===== src/rtl/lfsr_arb_pkg.sv =====
// Shared types and helpers for the LFSR word arbiter: FSM state, tap mask,
// width helpers and the round-robin pick.
package lfsr_arb_pkg;

    // Largest supported requester count; the pick function works on this width.
    localparam int unsigned MAX_REQ = 8;

    // x^8 + x^4 + x^3 + x^2 + 1, left-shifting Galois form.
    localparam logic [7:0] LFSR8_TAPS = 8'h1D;

    typedef enum logic [1:0] {
        IDLE,
        FILL,
        RESP
    } arb_state_t;

    typedef struct packed {
        logic       found;
        logic [2:0] idx;
    } rr_pick_t;

    // Width of a counter that must hold 0..chunks inclusive.
    function automatic int unsigned cnt_width(input int unsigned chunks);
        return $clog2(chunks + 1);
    endfunction

    // Width of a requester index.
    function automatic int unsigned id_width(input int unsigned num_req);
        return (num_req < 2) ? 1 : $clog2(num_req);
    endfunction

    // First set request at or after ptr, wrapping modulo num_req.
    function automatic rr_pick_t rr_pick(input logic [MAX_REQ-1:0] req,
                                         input logic [2:0]         ptr,
                                         input int unsigned        num_req);
        rr_pick_t    r;
        int unsigned k;
        r.found = 1'b0;
        r.idx   = '0;
        for (int unsigned i = 0; i < MAX_REQ; i++) begin
            if (i < num_req && !r.found) begin
                k = (32'(ptr) + i) % num_req;
                if (req[k[2:0]]) begin
                    r.found = 1'b1;
                    r.idx   = k[2:0];
                end
            end
        end
        return r;
    endfunction

endpackage


===== src/rtl/lfsr_word_arbiter_lfsr.sv =====
// Galois LFSR random-bit generator. Advances BITS_PER_CLOCK steps per
// enabled cycle; the chunk appears one cycle later with lfsr_valid_o.
// The first bit shifted out of the register lands in the chunk MSB.
module galois_lfsr #(
    parameter int unsigned            LFSR_WIDTH     = 8,
    parameter int unsigned            BITS_PER_CLOCK = 1,
    parameter int unsigned            LFSR_SEED      = 1,
    parameter logic [LFSR_WIDTH-1:0]  LFSR_TAPS      = LFSR_WIDTH'(8'h1D)
) (
    input  logic                      clk,
    input  logic                      reset_n,
    input  logic                      enable_i,
    output logic [BITS_PER_CLOCK-1:0] lfsr_out_o,
    output logic                      lfsr_valid_o
);

    if (LFSR_WIDTH'(LFSR_SEED) == '0) begin : g_bad_seed
        $error("galois_lfsr: an all-zero seed locks the register");
    end

    logic [LFSR_WIDTH-1:0]     state_q, state_d;
    logic [BITS_PER_CLOCK-1:0] chunk_d, out_q;
    logic                      valid_q;
    logic [LFSR_WIDTH-1:0]     walk;

    // Step the register BITS_PER_CLOCK times, collecting the shifted-out bits.
    always_comb begin
        walk    = state_q;
        chunk_d = '0;
        for (int unsigned i = 0; i < BITS_PER_CLOCK; i++) begin
            chunk_d[BITS_PER_CLOCK-1-i] = walk[LFSR_WIDTH-1];
            walk = {walk[LFSR_WIDTH-2:0], 1'b0} ^ (walk[LFSR_WIDTH-1] ? LFSR_TAPS : '0);
        end
        state_d = walk;
    end

    // Register state and the output chunk only on enabled cycles.
    always_ff @(posedge clk or negedge reset_n) begin
        if (!reset_n) begin
            state_q <= LFSR_WIDTH'(LFSR_SEED);
            out_q   <= '0;
            valid_q <= 1'b0;
        end else begin
            valid_q <= enable_i;
            if (enable_i) begin
                state_q <= state_d;
                out_q   <= chunk_d;
            end
        end
    end

    assign lfsr_out_o   = out_q;
    assign lfsr_valid_o = valid_q;

endmodule


===== src/rtl/lfsr_word_arbiter.sv =====
// Round-robin arbiter sharing one Galois LFSR among NUM_REQ requesters.
// Each grant collects WORD_WIDTH/BITS_PER_CLOCK chunks into one word and
// presents it with a valid/ready handshake.
module lfsr_word_arbiter
    import lfsr_arb_pkg::*;
#(
    parameter int unsigned NUM_REQ        = 4,
    parameter int unsigned WORD_WIDTH     = 8,
    parameter int unsigned BITS_PER_CLOCK = 1,
    parameter int unsigned LFSR_SEED      = 1
) (
    input  logic                         clk,
    input  logic                         reset_n,
    input  logic [NUM_REQ-1:0]           req_valid,
    output logic [NUM_REQ-1:0]           req_ready,
    output logic                         rsp_valid,
    output logic [id_width(NUM_REQ)-1:0] rsp_id,
    output logic [WORD_WIDTH-1:0]        rsp_data,
    input  logic                         rsp_ready,
    output logic                         busy
);

    localparam int unsigned C     = WORD_WIDTH / BITS_PER_CLOCK;
    localparam int unsigned CNT_W = cnt_width(C);
    localparam int unsigned ID_W  = id_width(NUM_REQ);

    if (WORD_WIDTH % BITS_PER_CLOCK != 0) begin : g_bad_word
        $error("lfsr_word_arbiter: WORD_WIDTH must be a multiple of BITS_PER_CLOCK");
    end
    if (NUM_REQ < 2 || NUM_REQ > MAX_REQ) begin : g_bad_req
        $error("lfsr_word_arbiter: NUM_REQ must be in 2..8");
    end
    if (BITS_PER_CLOCK < 1 || BITS_PER_CLOCK > 8) begin : g_bad_bpc
        $error("lfsr_word_arbiter: BITS_PER_CLOCK must be in 1..8");
    end

    arb_state_t                state_q, state_d;
    logic [ID_W-1:0]           rr_ptr_q, rr_ptr_d;
    logic [CNT_W-1:0]          issued_q, issued_d;
    logic [CNT_W-1:0]          collected_q, collected_d;
    logic                      rsp_valid_q, rsp_valid_d;
    logic [ID_W-1:0]           rsp_id_q, rsp_id_d;
    logic [WORD_WIDTH-1:0]     rsp_data_q, rsp_data_d;
    logic                      busy_q;

    logic                      lfsr_en;
    logic [BITS_PER_CLOCK-1:0] lfsr_out;
    logic                      lfsr_valid;
    logic [MAX_REQ-1:0]        req_pad;
    rr_pick_t                  pick;

    galois_lfsr #(
        .LFSR_WIDTH     (8),
        .BITS_PER_CLOCK (BITS_PER_CLOCK),
        .LFSR_SEED      (LFSR_SEED),
        .LFSR_TAPS      (LFSR8_TAPS)
    ) u_lfsr (
        .clk          (clk),
        .reset_n      (reset_n),
        .enable_i     (lfsr_en),
        .lfsr_out_o   (lfsr_out),
        .lfsr_valid_o (lfsr_valid)
    );

    // Next-state, acceptance, generator enable and word assembly.
    always_comb begin
        state_d     = state_q;
        rr_ptr_d    = rr_ptr_q;
        issued_d    = issued_q;
        collected_d = collected_q;
        rsp_valid_d = rsp_valid_q;
        rsp_id_d    = rsp_id_q;
        rsp_data_d  = rsp_data_q;
        req_ready   = '0;
        lfsr_en     = 1'b0;

        req_pad                = '0;
        req_pad[NUM_REQ-1:0]   = req_valid;
        pick                   = rr_pick(req_pad, 3'(rr_ptr_q), NUM_REQ);

        case (state_q)
            IDLE: begin
                // Gated by reset_n so req_ready is quiet while reset is held.
                for (int unsigned i = 0; i < NUM_REQ; i++) begin
                    req_ready[i] = reset_n && pick.found && (pick.idx == 3'(i));
                end
                if (pick.found) begin
                    rsp_id_d    = pick.idx[ID_W-1:0];
                    rsp_data_d  = '0;
                    issued_d    = '0;
                    collected_d = '0;
                    state_d     = FILL;
                end
            end
            FILL: begin
                lfsr_en = (issued_q < CNT_W'(C));
                if (lfsr_en) begin
                    issued_d = issued_q + CNT_W'(1);
                end
                if (lfsr_valid) begin
                    // Truncating cast drops the oldest chunk's upper neighbours;
                    // also covers WORD_WIDTH == BITS_PER_CLOCK.
                    rsp_data_d  = WORD_WIDTH'({rsp_data_q, lfsr_out});
                    collected_d = collected_q + CNT_W'(1);
                    if (collected_q == CNT_W'(C - 1)) begin
                        state_d     = RESP;
                        rsp_valid_d = 1'b1;
                    end
                end
            end
            RESP: begin
                if (rsp_ready) begin
                    rsp_valid_d = 1'b0;
                    rr_ptr_d    = (rsp_id_q == ID_W'(NUM_REQ - 1)) ? '0 : rsp_id_q + ID_W'(1);
                    state_d     = IDLE;
                end
            end
            default: state_d = IDLE;
        endcase
    end

    // State and datapath registers; reset discards any partial word.
    always_ff @(posedge clk or negedge reset_n) begin
        if (!reset_n) begin
            state_q     <= IDLE;
            rr_ptr_q    <= '0;
            issued_q    <= '0;
            collected_q <= '0;
            rsp_valid_q <= 1'b0;
            rsp_id_q    <= '0;
            rsp_data_q  <= '0;
            busy_q      <= 1'b0;
        end else begin
            state_q     <= state_d;
            rr_ptr_q    <= rr_ptr_d;
            issued_q    <= issued_d;
            collected_q <= collected_d;
            rsp_valid_q <= rsp_valid_d;
            rsp_id_q    <= rsp_id_d;
            rsp_data_q  <= rsp_data_d;
            busy_q      <= (state_d != IDLE);
        end
    end

    assign rsp_valid = rsp_valid_q;
    assign rsp_id    = rsp_id_q;
    assign rsp_data  = rsp_data_q;
    assign busy      = busy_q;

endmodule


===== config.mk =====
export PLATFORM = sky130hd
export DESIGN_NAME = lfsr_word_arbiter
export DESIGN_NICKNAME = d
export VERILOG_FILES = /design/src/rtl/lfsr_arb_pkg.sv /design/src/rtl/lfsr_word_arbiter_lfsr.sv /design/src/rtl/lfsr_word_arbiter.sv
export SDC_FILE = /design/constraint.sdc
export NUM_CORES = 1
export LEC_CHECK = 0
export CAP_MARGIN = 20
export CORE_UTILIZATION = 30
export DETAILED_ROUTE_END_ITERATION = 10
export SYNTH_ARGS = -nofsm -noshare
export SYNTH_HDL_FRONTEND = slang
export SYNTH_SLANG_ARGS = --single-unit

===== constraint.sdc =====
create_clock -name clk -period 1.79 [get_ports clk]
set_input_delay 0.179 -clock clk [delete_from_list [all_inputs] [get_ports clk]]
set_output_delay 0.179 -clock clk [all_outputs]
set_load 0.05 [all_outputs]

## Word-level counts from Yosys, hierarchy flattened

Index checks and enable logic that the tools add are counted.

| cells by class | value |
|---|---|
| multiplexer cells | 36 |
| bitwise logic cells | 1 |
| reduce and logical (&&, ||, !) cells | 15 |
| equality and inequality tests | 12 |
| add/sub/neg operators | 6 |
| order comparisons | 5 |

Operators by type and width:

| cell | number |
|---|---|
| $mux 4 | 11 |
| $lt 2x4->1 const B | 4 |
| $mux 8 | 2 |
| $pmux 4 s2 | 2 |
| $pmux 8 s2 | 1 |
| $mux 2 | 5 |
| $add 4x1->4 const B | 2 |
| $bmux 1 s2 | 4 |
| $mux 1 | 8 |
| $ne 2x2->1 const B | 4 |
| $xor 8x8->8 | 1 |
| $eq 3x2->1 const B | 2 |
| $pmux 2 s3 | 1 |
| $reduce_and 3->1 | 2 |
| $reduce_bool 2->1 | 3 |
| $logic_and 1x1->1 | 5 |
| $mux 5 | 1 |
| $add 2x1->2 const B | 2 |
| $add 2x2->2 const B | 2 |
| $eq 2x2->1 const B | 2 |
| $eq 4x3->1 const B | 1 |
| $lt 4x4->1 const B | 1 |
| $reduce_and 2->1 | 2 |
| $reduce_and 4->1 | 1 |
| 6 further kinds | 6 |

| storage, ports and cells | value |
|---|---|
| register bits | 34 |
| word-level logic and storage cells | 86 |
| input port bits | 7 |

## Logic depth before layout (Yosys ltp)

| depth | value |
|---|---|
| word-level depth | 12 |
| mapped depth | 5 |

## Cells and area by module

From an unflattened synthesis, not the netlist that was laid out.

| unflattened totals | value |
|---|---|
| cells, all modules | 161 |
| area total of the unflattened synthesis | 1684.1 sq um |

By module, submodules not included:

| module | area an instance (sq um) | seq. area each (sq um) | instances | cells each |
|---|---|---|---|---|
| lfsr_word_arbiter | 1293.7 | 600.6 | 1 | 131 |
| galois_lfsr | 390.4 | 251.5 | 1 | 30 |

## Worst setup path after synthesis

Ideal clock, no wire load.

| timing | value |
|---|---|
| path kind | reg-to-output |
| start point | reg state_q[1] |
| end point | out req_ready[1] |
| slack | -393 ps |
| data required time | 1611 ps |
| stages on the path, launching flop included | 5 |
| data arrival time | 2004 ps |
| buffers on the path | 1 |
| cell sequence | dfrtp_1 -> buf_2 -> nor3_1 -> nand2_1 -> nor3b_1 |

| on the way | value |
|---|---|
| longest elaborated chain between the ends | 2 |

RTL lines:

| element | RTL line | text |
|---|---|---|
| from (decl) | lfsr_word_arbiter.sv:37 | `arb_state_t state_q, state_d;` |
| from (signal assigned) | lfsr_word_arbiter.sv:134 | `state_q <= state_d;` |
| $logic_not 2->1 | lfsr_word_arbiter.sv:81 | `case (state_q)` |
| $mux 4 | lfsr_word_arbiter.sv:81 |  |
| to (decl) | lfsr_word_arbiter.sv:15 | `output logic [NUM_REQ-1:0] req_ready,` |

No other way between the ends.

## Final worst setup path

| timing | value |
|---|---|
| start point | reg rr_ptr_q[0] |
| end point | out req_ready[2] |

| on the way | value |
|---|---|
| longest elaborated chain between the ends | 12 |

RTL lines:

| element | RTL line | text |
|---|---|---|
| from (decl) | lfsr_word_arbiter.sv:38 | `logic [ID_W-1:0] rr_ptr_q, rr_ptr_d;` |
| from (signal assigned) | lfsr_word_arbiter.sv:135 | `rr_ptr_q <= rr_ptr_d;` |
| $add 2x1->2 or $bmux 1 s2 (tied branches) | lfsr_arb_pkg.sv:42, lfsr_arb_pkg.sv:43 |  |
| $bmux 1 s2 or $mux 1 (tied branches) | lfsr_arb_pkg.sv:43 | `if (req[k[2:0]]) begin` |
| $mux 1 (implied by the code) or $mux 4 (tied branches) | lfsr_arb_pkg.sv:43 |  |
| $mux 4 | lfsr_arb_pkg.sv:43 |  |
| $mux 4 | lfsr_arb_pkg.sv:41 | `if (i < num_req && !r.found) begin` |
| $mux 4 | lfsr_arb_pkg.sv:43 |  |
| $mux 4 | lfsr_arb_pkg.sv:41 |  |
| $mux 4 | lfsr_arb_pkg.sv:43 |  |
| $mux 4 (*) | lfsr_arb_pkg.sv:41 |  |
| $eq 3x2->1 | lfsr_word_arbiter.sv:85 | `req_ready[i] = reset_n && pick.found && (pick.idx == 3'(i));` |
| $logic_and 1x1->1 (*) | lfsr_word_arbiter.sv:85 |  |
| $mux 4 (*) | lfsr_word_arbiter.sv:81 |  |

Mark *: on every way between the ends. The rest lies on a longest branch, timed or not. The select of a mux whose other input is x is not followed.

==> results.md <==
- Critical R2R Capture: rsp_data[1]
- Adder-Cell Fraction of Synth Area: under 10%
- Die X: ~76 µm
- Post-place setup slack: -0.219 ns
- Worst path required time: 1.61 ns
- Sw frac: 40.3%
- Die ar.: 5780 µm²
- Final setup viols: 1
- Register area share after synthesis: 51.8%
- Measured slew at the worst slew-check pin: approximately 0.5 ns
- CP Data Arrival Time: 1.66 ns
- Final hold vios: 0
- Reg2reg setup slack: just over 0.3 ns
- Final core area utilization: 42.9%
- Worst flop-to-flop path startpoint: state_q[1]
- Dpl hpwl: about 2.2 mm
- Netlist cell types: 35
- #FFs+latches synth: 34
- Final Cell Area: 2230 µm²
- Peak supply drop: between 0.6 and 0.7 mV
- Drc violations: 0
- Max-cap violations: 0
- Multi-input logic area: a little under 800 µm²
- PwrDens: between 1500 and 2000 nW/µm²
- Simple-Gate Fraction of Synth Area: ~15%
- Mux share of post-synthesis cell area: around 4.0%
- Routed wire per std cell: between 10 and 15 µm
- Syn_nets: 170
- Post-Synth XOR/XNOR Area: 2.13%
- RSZ-0062 raised after global routing: true
- Vias in the first global route: between 1000 and 1500
- Final nets: between 200 and 250
- Asr flop ratio synth: 100%
- Main combinational cell family by area after synthesis: compound AO/OA/AOI/OAI gates
- Sw Pwr: approximately 1.4 mW
- DR vias/cell: around 4.7
- H-tree levels: 2
- Fmax: approximately 540 MHz
- Worst Setup Start Kind: flip-flop
- Crit. End Element: primary output
- Slew headroom: 66.7%
- Port buffer count: 22
- Antenna-violating nets left: 0
- Global-route wire length before repair: 5.53 mm
- CTS buffer count: 5
- Setup CP Type: reg -> out
- CP max-delay cell: dfrtp_2
- Max FO, Critical Path: 5
- Layout Area Growth over Synthesis: 35.7%
- Syn Area/Cell: ~10 µm²
- Routability cong.: 0.682
- Starting Density: about a third
- Outcome: finished, violations left
- Largest net degree at the start of global routing: 35
- FF/Latch Area: approximately 860 µm²
- Worst path cell trace: nor2b_4 -> nor3b_2 -> o22ai_2 -> nor3b_2 -> buf_4 -> buf_12
- Placed Cells: 257
- Slew Limit Fails: 0
- Dominant synthesized flop cell: dfrtp_1
- Antenna diode count: 0
- Post-CTS Hold Buffers: 0
- Post-Syn Area: 1650 µm²
- Total GRT Usage: between 10% and 20%
- Clk slew on worst S/H paths: ~0.070 ns
- Final wirelength: just over 3 mm
- Period minus WS final: between 1.5 and 2 ns
- Core Area: 5200 µm²
- Clk buf depth: 2
- YS warnings: 0
- Fill cells: about 500
- Combinational power share: between 40% and 50%
- Compound-Gate Fraction of Synth Area: between 10% and 20%
- Clk pwr share: between 10% and 20%
- Hold Slack: 0.395 ns
- Sequential share of power: a little under 40%
- Drt first pass iters: 4
- Routed via count: ~1300
- Latest clock arrival within the worst-skew pair: approximately 0.28 ns
- Placed cell area: slightly above 2000 µm²
- Clk sinks: 34
- Hold Crit Class: in -> async
- Critical path's most frequent cell: nor3b_2
- Violated checks: negative setup slack
- CTS root buf: clkbuf_8
- Critical Path Max Stage Delay: 0.44 ns
- EDFF count, synth: 0
- Row Count: 26
- I/O Pins: 23
- Final Skew: 0.00360 ns
- CTS tree: yes
- Die H: about 76 µm
- Starting DRT DRC Count: 47
- R2R cell count: 5
- Layout cell share with drive strength beyond 1: 27.9%
- CP Launch Point: rr_ptr_q[0]
- Fin worst setup slack: -0.0539 ns
- Initial antenna violation count: 0
- P_leak: between 0.9 and 1 nW
- Final global-route overflow total: 0
- Final worst-path cycle share: 103%
- Post-Syn Instances: 160
- Post-route insts no fill: roughly 270
- Internal power: roughly 2.1 mW
==> cell usage after synthesis, drive strengths merged (2+ instances only) <==
library cell	count	area, µm²
a21oi	8	40.0
a22o	9	78.8
buf	4	32.5
clkbuf	4	15.0
dfrtp	33	826
ha	3	37.5
inv	13	48.8
mux2	5	56.3
nand2	15	56.3
nand3	2	10.0
nor2	6	22.5
nor2b	6	37.5
nor3	6	30.0
nor3b	5	48.8
o21ai	14	70.1
o22ai	9	56.3
o31ai	2	15.0
xnor2	3	26.3
==> timing repair <==
item / 4_1_cts / 5_1_grt
endpoints found under the setup margin: 4 / 4
gates resized for setup: 20 / 7
pin swaps: 3 / 4
buffers inserted: 1 / 1
==> cell usage in the layout, fill, tap and decap left out, types with 4 or more instances in the layout <==
master | netlist | routed
o22ai_1 | 9 | 8
buf_12 | 0 | 4
dfrtp_2 | 0 | 4
a21oi_1 | 8 | 8
nand2_1 | 15 | 13
mux2_2 | 5 | 5
a22o_1 | 9 | 9
clkdlybuf4s50_1 | 0 | 14
o21ai_0 | 10 | 10
clkbuf_8 | 0 | 6
dfrtp_1 | 33 | 29
o21ai_1 | 4 | 4
nor2_1 | 6 | 6
dlygate4sd2_1 | 0 | 4
buf_4 | 0 | 15
inv_1 | 12 | 12
==> stage by stage <==
| step | setup TNS [ns] | power, mW |
|---|---|---|
| 3_3_place_gp | -0.410 | 2.92 |
| 5_1_grt | -0.300 | 3.84 |
| 2_1_floorplan | -1.07 | 2.50 |
| 6_report | -0.0539 | 3.56 |
| 3_5_place_dp | -0.585 | 2.95 |
| 4_1_cts | -0.0198 | 3.59 |
==> routing by layer <==
layer | track usage (%) | wire length [µm]
met1 | 15.8 | 1500
met2 | 18.6 | 1460
met3 | 3.71 | 96
met4 | 4.62 | 43
met5 | 0 | 0
==> sequential cells by signal (all words and copies together), names as in the netlist <==
| name | flops |
|---|---|
| u_lfsr.lfsr_out_o | 1 |
| collected_q | 4 |
| issued_q | 4 |
| rsp_data | 8 |
| busy | 1 |
| rr_ptr_q | 2 |
| state_q | 2 |
| rsp_valid | 1 |
| u_lfsr.lfsr_valid_o | 1 |
| rsp_id | 2 |
| u_lfsr.state_q | 8 |
==> worst max-delay path by stage <==
stage / slack [ns] / cells after the start / to
3_5_place_dp: -0.22 / 7 / req_ready[2]
5_1_grt: -0.18 / 6 / req_ready[2]
2_1_floorplan: -0.39 / 4 / req_ready[1]
3_3_place_gp: -0.15 / 7 / req_ready[2]
6_report: -0.05 / 6 / req_ready[2]
4_1_cts: -0.02 / 6 / req_ready[2]
==> power groups by stage <==
stage / logic (mW) / registers [mW] / clock network (mW)
6_report: 1.62 / 1.37 / 0.571
5_1_grt: 1.78 / 1.43 / 0.633
4_1_cts: 1.62 / 1.37 / 0.597
3_5_place_dp: 1.58 / 1.37 / 0
3_3_place_gp: 1.55 / 1.37 / 0
2_1_floorplan: 0.900 / 1.60 / 0
==> cell type report <==
type                            instances  area share (%)
Clock inverter                          1           0.224
Multi-Input combinational cell        104            34.8
Tap cell                               70            3.92
Clock buffer                            7            3.87
Inverter                               14            2.35
Sequential cell                        34            38.4
Timing Repair Buffer                   37            16.5
==> cells by family (layout without fill, tap and decap cells) <==
kind of cell             count (synthesis)  count (layout)
AND/OR/NAND/NOR                         44              44
flip-flops                              34              34
adder cells (fa/ha/maj)                  3               3
multiplexers                             6               6
XOR/XNOR                                 4               4
AO/OA/AOI/OAI                           47              47
buffers and inverters                   22              59
==> critical path: cells and delay by family (launching register included) <==
family,cells,cell delay (ns)
AO/OA/AOI/OAI,1,0.23
AND/OR/NAND/NOR,3,0.45
flip-flops,1,0.44
buffers and inverters,2,0.26
Power figures use the tool's default switching activity.
